## config.mk

```make
export PLATFORM = sky130hd
export DESIGN_NAME = synaptic_accumulator
export DESIGN_NICKNAME = d
export VERILOG_FILES = /design/src/rtl/synaptic_accumulator.sv
export SDC_FILE = /design/constraint.sdc
export NUM_CORES = 2
export LEC_CHECK = 0
export ABC_CLOCK_PERIOD_IN_PS = 9460
export CAP_MARGIN = 5
export CORE_UTILIZATION = 35
export DETAILED_ROUTE_END_ITERATION = 10
export GPL_ROUTABILITY_DRIVEN = 0
export PLACE_DENSITY = 0.5
export SLEW_MARGIN = 10
export SYNTH_ARGS = -nofsm -noshare
export SYNTH_HDL_FRONTEND = slang
export SYNTH_SLANG_ARGS = --single-unit
```

## constraint.sdc

```tcl
create_clock -name clk -period 9.46 [get_ports clk]
set_input_delay 0.946 -clock clk [delete_from_list [all_inputs] [get_ports clk]]
set_output_delay 0.946 -clock clk [all_outputs]
set_load 0.05 [all_outputs]
```

## src/rtl/synaptic_accumulator.sv

```systemverilog
// Per-neuron signed synaptic current accumulator with tick-triggered drain.
// Optional clamping arithmetic is enabled by defining ACCUM_SATURATION_EN.
module synaptic_accumulator #(
   parameter int NUM_NEURONS     = 64,
   parameter int NEURON_ID_WIDTH = $clog2(NUM_NEURONS),
   parameter int WEIGHT_WIDTH    = 8,
   parameter int ACC_WIDTH       = 16
) (
   input  logic                       clk,
   input  logic                       rst_n,
   input  logic                       s_spike_valid,
   input  logic [NEURON_ID_WIDTH-1:0] s_spike_dest_id,
   input  logic [WEIGHT_WIDTH-1:0]    s_spike_weight,
   input  logic                       s_spike_exc_inh,
   output logic                       s_spike_ready,
   input  logic                       timestep_tick,
   output logic                       m_current_valid,
   output logic [NEURON_ID_WIDTH-1:0] m_current_neuron_id,
   output logic [ACC_WIDTH-1:0]       m_current_value,
   input  logic                       m_current_ready,
   output logic                       accum_busy,
   output logic [31:0]                event_count,
   output logic                       tick_overrun,
   output logic                       sat_flag
);

   typedef enum logic [0:0] {
      ST_ACCUM = 1'b0,
      ST_DRAIN = 1'b1
   } state_t;

   localparam logic [NEURON_ID_WIDTH-1:0] LAST_IDX = NEURON_ID_WIDTH'(NUM_NEURONS - 1);

   state_t                       state_q, state_d;
   logic [NEURON_ID_WIDTH-1:0]   idx_q, idx_d;
   logic [ACC_WIDTH-1:0]         acc_q [NUM_NEURONS];
   logic [ACC_WIDTH-1:0]         acc_d [NUM_NEURONS];
   logic [31:0]                  event_count_q, event_count_d;
   logic                         tick_overrun_q, tick_overrun_d;
   logic                         accept_s;
   logic                         drain_hs_s;

`ifdef ACCUM_SATURATION_EN
   logic                         sat_flag_q, sat_flag_d;
   logic [ACC_WIDTH:0]           upd_s;

   // Returns {clamped, result}; one guard bit exposes signed overflow.
   function automatic logic [ACC_WIDTH:0] acc_update(
      input logic [ACC_WIDTH-1:0]    acc,
      input logic [WEIGHT_WIDTH-1:0] w,
      input logic                    exc
   );
      logic [ACC_WIDTH:0] ext;
      logic [ACC_WIDTH:0] wext;
      logic [ACC_WIDTH:0] raw;
      ext  = {acc[ACC_WIDTH-1], acc};
      wext = {{(ACC_WIDTH + 1 - WEIGHT_WIDTH){1'b0}}, w};
      if (exc) begin
         raw = ext + wext;
      end else begin
         raw = ext - wext;
      end
      if (raw[ACC_WIDTH] != raw[ACC_WIDTH-1]) begin
         if (raw[ACC_WIDTH]) begin
            acc_update = {1'b1, 1'b1, {(ACC_WIDTH-1){1'b0}}};
         end else begin
            acc_update = {1'b1, 1'b0, {(ACC_WIDTH-1){1'b1}}};
         end
      end else begin
         acc_update = {1'b0, raw[ACC_WIDTH-1:0]};
      end
   endfunction
`else
   logic [ACC_WIDTH-1:0]         upd_s;

   function automatic logic [ACC_WIDTH-1:0] acc_update(
      input logic [ACC_WIDTH-1:0]    acc,
      input logic [WEIGHT_WIDTH-1:0] w,
      input logic                    exc
   );
      logic [ACC_WIDTH-1:0] wext;
      wext = {{(ACC_WIDTH - WEIGHT_WIDTH){1'b0}}, w};
      if (exc) begin
         acc_update = acc + wext;
      end else begin
         acc_update = acc - wext;
      end
   endfunction
`endif

   assign s_spike_ready       = rst_n && (state_q == ST_ACCUM);
   assign m_current_valid     = rst_n && (state_q == ST_DRAIN);
   assign accum_busy          = m_current_valid;
   assign m_current_neuron_id = m_current_valid ? idx_q : {NEURON_ID_WIDTH{1'b0}};
   assign m_current_value     = m_current_valid ? acc_q[idx_q] : {ACC_WIDTH{1'b0}};
   assign event_count         = event_count_q;
   assign tick_overrun        = tick_overrun_q;
   assign accept_s            = s_spike_valid && s_spike_ready;
   assign drain_hs_s          = m_current_valid && m_current_ready;
`ifdef ACCUM_SATURATION_EN
   assign sat_flag            = sat_flag_q;
`else
   assign sat_flag            = 1'b0;
`endif

   // Next-state, accumulate and drain logic.
   always_comb begin
      state_d        = state_q;
      idx_d          = idx_q;
      acc_d          = acc_q;
      event_count_d  = event_count_q;
      tick_overrun_d = tick_overrun_q;
`ifdef ACCUM_SATURATION_EN
      sat_flag_d     = sat_flag_q;
      upd_s          = {(ACC_WIDTH+1){1'b0}};
`else
      upd_s          = {ACC_WIDTH{1'b0}};
`endif
      case (state_q)
         ST_ACCUM: begin
            if (accept_s) begin
               upd_s = acc_update(acc_q[s_spike_dest_id], s_spike_weight, s_spike_exc_inh);
`ifdef ACCUM_SATURATION_EN
               acc_d[s_spike_dest_id] = upd_s[ACC_WIDTH-1:0];
               sat_flag_d             = sat_flag_q | upd_s[ACC_WIDTH];
`else
               acc_d[s_spike_dest_id] = upd_s;
`endif
               event_count_d = event_count_q + 32'd1;
            end else begin
               event_count_d = event_count_q;
            end
            // A same-cycle event is folded in above before the drain starts.
            if (timestep_tick) begin
               state_d = ST_DRAIN;
               idx_d   = {NEURON_ID_WIDTH{1'b0}};
            end else begin
               state_d = ST_ACCUM;
            end
         end
         ST_DRAIN: begin
            if (timestep_tick) begin
               tick_overrun_d = 1'b1;
            end else begin
               tick_overrun_d = tick_overrun_q;
            end
            if (drain_hs_s) begin
               acc_d[idx_q] = {ACC_WIDTH{1'b0}};
               if (idx_q == LAST_IDX) begin
                  state_d = ST_ACCUM;
                  idx_d   = {NEURON_ID_WIDTH{1'b0}};
               end else begin
                  idx_d = idx_q + NEURON_ID_WIDTH'(1);
               end
            end else begin
               idx_d = idx_q;
            end
         end
         default: begin
            state_d = ST_ACCUM;
            idx_d   = {NEURON_ID_WIDTH{1'b0}};
         end
      endcase
   end

   // State, index, accumulator and status registers.
   always_ff @(posedge clk) begin
      if (!rst_n) begin
         state_q        <= ST_ACCUM;
         idx_q          <= {NEURON_ID_WIDTH{1'b0}};
         event_count_q  <= 32'd0;
         tick_overrun_q <= 1'b0;
`ifdef ACCUM_SATURATION_EN
         sat_flag_q     <= 1'b0;
`endif
         for (int i = 0; i < NUM_NEURONS; i++) begin
            acc_q[i] <= {ACC_WIDTH{1'b0}};
         end
      end else begin
         state_q        <= state_d;
         idx_q          <= idx_d;
         event_count_q  <= event_count_d;
         tick_overrun_q <= tick_overrun_d;
`ifdef ACCUM_SATURATION_EN
         sat_flag_q     <= sat_flag_d;
`endif
         for (int i = 0; i < NUM_NEURONS; i++) begin
            acc_q[i] <= acc_d[i];
         end
      end
   end

endmodule
```

* Yosys cells after proc, flatten, opt, wreduce, memory -nomap -nowiden
Cells that the tools add are included.
Storage, ports and cells: flip-flop bits (word level) 1064, input bits 20, word-level logic and storage cells 122
Operators by class: $add $sub $neg 4, $lt $le $gt $ge 4, equality and inequality tests 4, multiplexer cells 27, bitwise operators 5, reductions and logical operators 10
Operators by type and width (number):
- $mux W1024 | 2
- $pmux W1024 S2 | 1
- $and A1024 B1024 Y1024 | 1
- $bwmux W1024 | 1
- $not A1024 Y1024 | 1
- $bmux W16 S6 | 2
- $demux W16 S6 | 2
- $mux W16 | 10
- $add A32 B1 Y32 const B | 1
- $mux W6 | 4
- $add A16 B8 Y16 | 1
- $sub A16 B8 Y16 | 1
- $ge A7 B7 Y1 const B | 2
- $lt A7 B1 Y1 const B | 2
- $not A6 Y7 | 2
- $pmux W6 S2 | 1
- $reduce_and A2 Y1 | 4
- $add A6 B1 Y6 const B | 1
- $eq A6 B6 Y1 const B | 1
- $logic_and A1 B1 Y1 | 6
- $ne A2 B2 Y1 const B | 2
- $mux W1 | 3
- $ne A2 B1 Y1 const B | 1
- $pmux W1 S2 | 1
- $not A1 Y1 | 1

* Depth between registers and ports, before layout
depth after elaboration 11, mapped depth 22

* Worst setup path after synthesis
Ideal clock, no wire load.
path type input to register, start point in s_spike_dest_id[0], end point reg acc_q[428] (netlist bit), arrival 5427 ps, data required time 9395 ps, slack 3968 ps, cell stages on the path 22, path buffers 7, cells stage by stage buf_2 buf_6 clkbuf_1 and2_1 clkbuf_1 clkbuf_1 clkbuf_1 a22oi_1 a31oi_1 nor4_1 nand3_1 ha_1 fa_1 a211oi_1 o21bai_1 a21o_1 a2111oi_0 nor2_1 xor2_1 clkbuf_1 a22oi_1 nor2_1
Between the ends: cells in the longest elaborated chain, start to end 11
Ends and longest elaborated chain:
- start: declaration | line 12 | input logic [NEURON_ID_WIDTH-1:0] s_spike_dest_id,
- $not A6 Y7 (not written as such) * | line 122, 127
- $bmux W16 S6 | line 122 | upd_s = acc_update(acc_q[s_spike_dest_id], s_spike_weight, s_spike_exc_inh);
- $mux W16 (not written as such) (2 in a row) | line 122
- $sub A16 B8 Y16 or $add A16 B8 Y16 (tied branches) | line 86, 84
- $mux W16 | line 83 | if (exc) begin
- $mux W16 | line 121 | if (accept_s) begin
- $mux W16 | line 119 | case (state_q)
- $bwmux W1024 * | line 127 | acc_d[s_spike_dest_id] = upd_s;
- $mux W1024 * | line 121
- $pmux W1024 S2 * | line 119
- end signal: indexed assignment | line 177 | acc_q[i] <= {ACC_WIDTH{1'b0}};
- end signal: indexed assignment | line 188 | acc_q[i] <= acc_d[i];
- end: declaration | line 36 | logic [ACC_WIDTH-1:0] acc_q [NUM_NEURONS];
Mark *: on every way between the ends. The rest lies on a longest branch, timed or not. The select of a mux whose other input is x is not followed. A chain may end at the register's enable or synchronous reset.

* Final worst setup path
start point in s_spike_dest_id[2], end point reg acc_q[222] (netlist bit)
The elaborated chain is that of the path after synthesis.

==> metrics.txt <==
Clock Tree Buf Depth 3; Final nets about 5.6k; Top FF cell, synth dfxtp_1; global route total overflow 0; Pwr per Cell Area approximately 180 nW/um^2; DR DRC count 0; post-synthesis async set-or-reset flop share 0%; die width about 380 um; Switching Share between 20% and 30%; Die Span Y between 300 and 400 um; Post-Route WL 279,000 um; sequential share of the synthesized area roughly 42%; f_max 0.126 GHz; WHS Path Cells 2; reg2reg setup slack roughly 3.4 ns; Final Critical Period a little under 8 ns; largest net degree at the start of global routing roughly 180; initial antenna violation count 20; ratio of cells with drive above 1 in the final layout around 9.7%; highest-count cells in the layout ignoring fill and taps a22oi_1 (1,418), dfxtp_1 (1,063), nor2_1 (907); Slew HR 0.0610%; 1st-pass router iterations 8; sequential share of power between 40% and 50%; hold buffers post-CTS 0; register area between 20,000 and 25,000 um^2; EDFF count, synth 0; 1st-iter DRT viols approximately 9.2k; first-pass GRT wire length around 390,000 um; die area around 150,000 um^2; insertion delay to the later sink of the worst-skew pair roughly 0.82 ns; Crit Path Max Fanout 32; mean post-synth cell area between 8 and 9 um^2; vias per cell around 7.2; worst clock skew 0.0735 ns; Crit. End Element flip-flop; Reg2Reg Depth 16; RSZ-0062 raised after global routing no; CP delay by family, top compound AO/OA/AOI/OAI gates; nature of the critical path startpoint primary input; beginning of the worst hold path acc_q[280]$_SDFFE_PN0P_; Ys Warns 0; mapped cell area between 50,000 and 60,000 um^2; Net Switching 0.00268 W; maxcap violations 1; TritonCTS clock tree done; Syn-to-layout area delta 13.9%; Tot GR Track Use a little over a third; Leak 17.8 nW; row cnt around 140; CP Buf/Inv Count 4; fillers 14.2k; Highest Signal Layer met5; CTS buffer count between 100 and 150; Final Hold Slack ~0.47 ns; starting density of the core between 30% and 40%; met1 wire length 106,000 um; clock slew at reported path FFs ~0.06 ns; P_int ~0.0074 W; peak supply drop ~0.15 mV; metal3 WL 40,600 um; Final Hold Fails 0; dpl ws 1.25 ns; hold crit path type flip-flop to flip-flop; port bufs 77; Root Driver clkbuf_16; Mapped Nets around 5.8k; worst path arrival time about 8.6 ns; Post-DRT Antenna Nets 0; Cell Area, Placed between 50,000 and 60,000 um^2; vias in the first global route slightly below 50k; slowest cell on the critical path nor4_1; WS Path Type primary input to flip-flop; Crit path required time around 10 ns; commonest non-fill, non-tap cell in the layout a22oi_1; R2R Path Start acc_q[576]$_SDFFE_PN0P_; Syn Inst Count 5,768; clock sinks ~1.1k; area of the multi-input gates about 27,000 um^2; combinational fraction of design power 7.2%; Distinct cells, synth slightly above 70; slowest stage delay, CP 1.10 ns; RR Endpoint acc_q[222]$_SDFFE_PN0P_; PostCTS Resize Cnt 0; most frequent cell on the critical path buf_4; worst slew pin tran 1.49 ns; final number of max-transition violations 0; Core Region approximately 140,000 um^2; setup tns final 0 ns; utilization after layout 40.3%; Cell Chain, Critical Path clkdlybuf4s50_1 > buf_4 > nor2b_1 > and2_4 > buf_4 > a22o_1 > a221oi_1 > a31oi_1 > nor4_1 > nand3_1 > ha_2 > fa_2 > a211oi_1 > o21bai_1 > a21o_1 > a2111oi_0 > o21bai_1 > a21oi_1 > xnor2_2 > buf_4 > a32o_1; CTS H-tree lvls 3; Vias 54.3k; clock network power share roughly 48%; routed len/inst approximately 37 um; period utilization between 80% and 90%; placed wire-length estimate 168,000 um; metal2 WL around 110,000 um; violated checks max-capacitance violations; Top-Level Pins 79; Worst Hold End acc_q[280]$_SDFFE_PN0P_; Final setup viols 0; status finished with violations; flops & latches, synth approximately 1.1k; setup bufs post-CTS 0; Setup WS post-layout between 1.5 and 2 ns; Final Cell Area 57,200 um^2
-- worst reg2reg max path: cells and delay by family, from the launching register on --
family / cells / cell delay [ns]
fa+ha+maj: 2 / 0.71
buf+inv: 1 / 0.46
xor+xnor: 1 / 0.16
simple gates: 2 / 1.29
flops: 1 / 0.33
compound gates: 10 / 3.09
-- cell families (layout without fill, tap and decap cells) --
kind of cell | after synthesis | in the layout | synth area share, %
buffers and inverters | 698 | 546 | 5.40
adders and majority gates | 20 | 20 | 0.513
DFF | 1064 | 1064 | 42.4
and+or+nand+nor | 1456 | 1456 | 12.5
other | 1 | 14 | 0.00746
xor gates and xnor gates | 47 | 47 | 0.856
AOI/OAI and AO/OA | 2459 | 2459 | 37.8
muxes | 23 | 23 | 0.602
-- worst max-delay path by stage --
stage / from / to / slack [ns] / cells past startpoint
global route: s_spike_dest_id[2] / acc_q[238]$_SDFFE_PN0P_ / 1.75 / 21
floorplan: s_spike_dest_id[0] / acc_q[428]$_SDFFE_PN0P_ / 3.97 / 22
CTS: s_spike_dest_id[2] / acc_q[222]$_SDFFE_PN0P_ / 2.03 / 21
global placement: s_spike_dest_id[2] / acc_q[943]$_SDFFE_PN0P_ / 1.27 / 20
detailed placement: s_spike_dest_id[2] / acc_q[943]$_SDFFE_PN0P_ / 1.25 / 20
finish: s_spike_dest_id[2] / acc_q[222]$_SDFFE_PN0P_ / 1.54 / 21
-- layer usage --
| layer | vias to the layer above | GRT usage (%) |
|---|---|---|
| met5 | - | 0 |
| met4 | 14 | 23.7 |
| met3 | 1015 | 14.0 |
| met2 | 4498 | 50.3 |
| met1 | 26671 | 47.0 |
| li1 | 22066 | - |
-- final cells by class --
type | count | share of cell area (%)
repair buffers | 310 | 4.98
flip-flops and latches | 1064 | 37.2
inverters | 22 | 0.157
clock buffers | 178 | 5.99
diodes | 13 | 0.0568
clock inverters | 36 | 0.942
well taps | 1890 | 4.13
multi-input cells | 4006 | 46.5
-- power groups by stage --
stage               Combinational [W]  Clock [W]  Sequential (W)
global route                 0.000709    0.00504         0.00450
finish                       0.000725    0.00483         0.00450
floorplan                    0.000356          0         0.00460
CTS                          0.000676    0.00485         0.00450
detailed placement           0.000676          0         0.00460
global placement             0.000677          0         0.00460
-- synth_stat cells (all sizes together) (6+ instances only) --
cell type | count | area (um^2)
a21o | 10 | 75.1
a21oi | 84 | 420
a221oi | 184 | 1610
a22o | 197 | 1730
a22oi | 1418 | 10600
a31oi | 206 | 1290
a32o | 128 | 1280
a32oi | 19 | 166
a41oi | 34 | 298
and2 | 10 | 62.6
and3 | 54 | 338
buf | 83 | 405
clkbuf | 593 | 2230
dfxtp | 1064 | 21300
ha | 19 | 238
inv | 22 | 82.6
mux2 | 8 | 90.1
mux2i | 10 | 100
nand2 | 122 | 458
nand2b | 6 | 37.5
nand3 | 118 | 591
nand4 | 45 | 282
nor2 | 942 | 3540
nor2b | 7 | 43.8
nor3 | 71 | 360
nor4 | 49 | 313
o21ai | 64 | 320
o21bai | 7 | 52.6
o31ai | 47 | 358
o41ai | 33 | 507
or3 | 9 | 56.3
xnor2 | 17 | 168
xor2 | 30 | 263
-- sequential cells by signal, indices dropped and copies added, names as in the netlist --
name,cells
idx_q,6
acc_q,1024
state_q,1
event_count,32
tick_overrun,1
-- per-stage QoR --
step           total power, W  std cells
2_1_floorplan         0.00495       5768
3_3_place_gp          0.00528       7291
3_5_place_dp          0.00528       7291
4_1_cts                0.0100       7505
5_1_grt                0.0102       7509
6_report               0.0101       7519
Note: power is estimated with default switching activity, not from simulation.
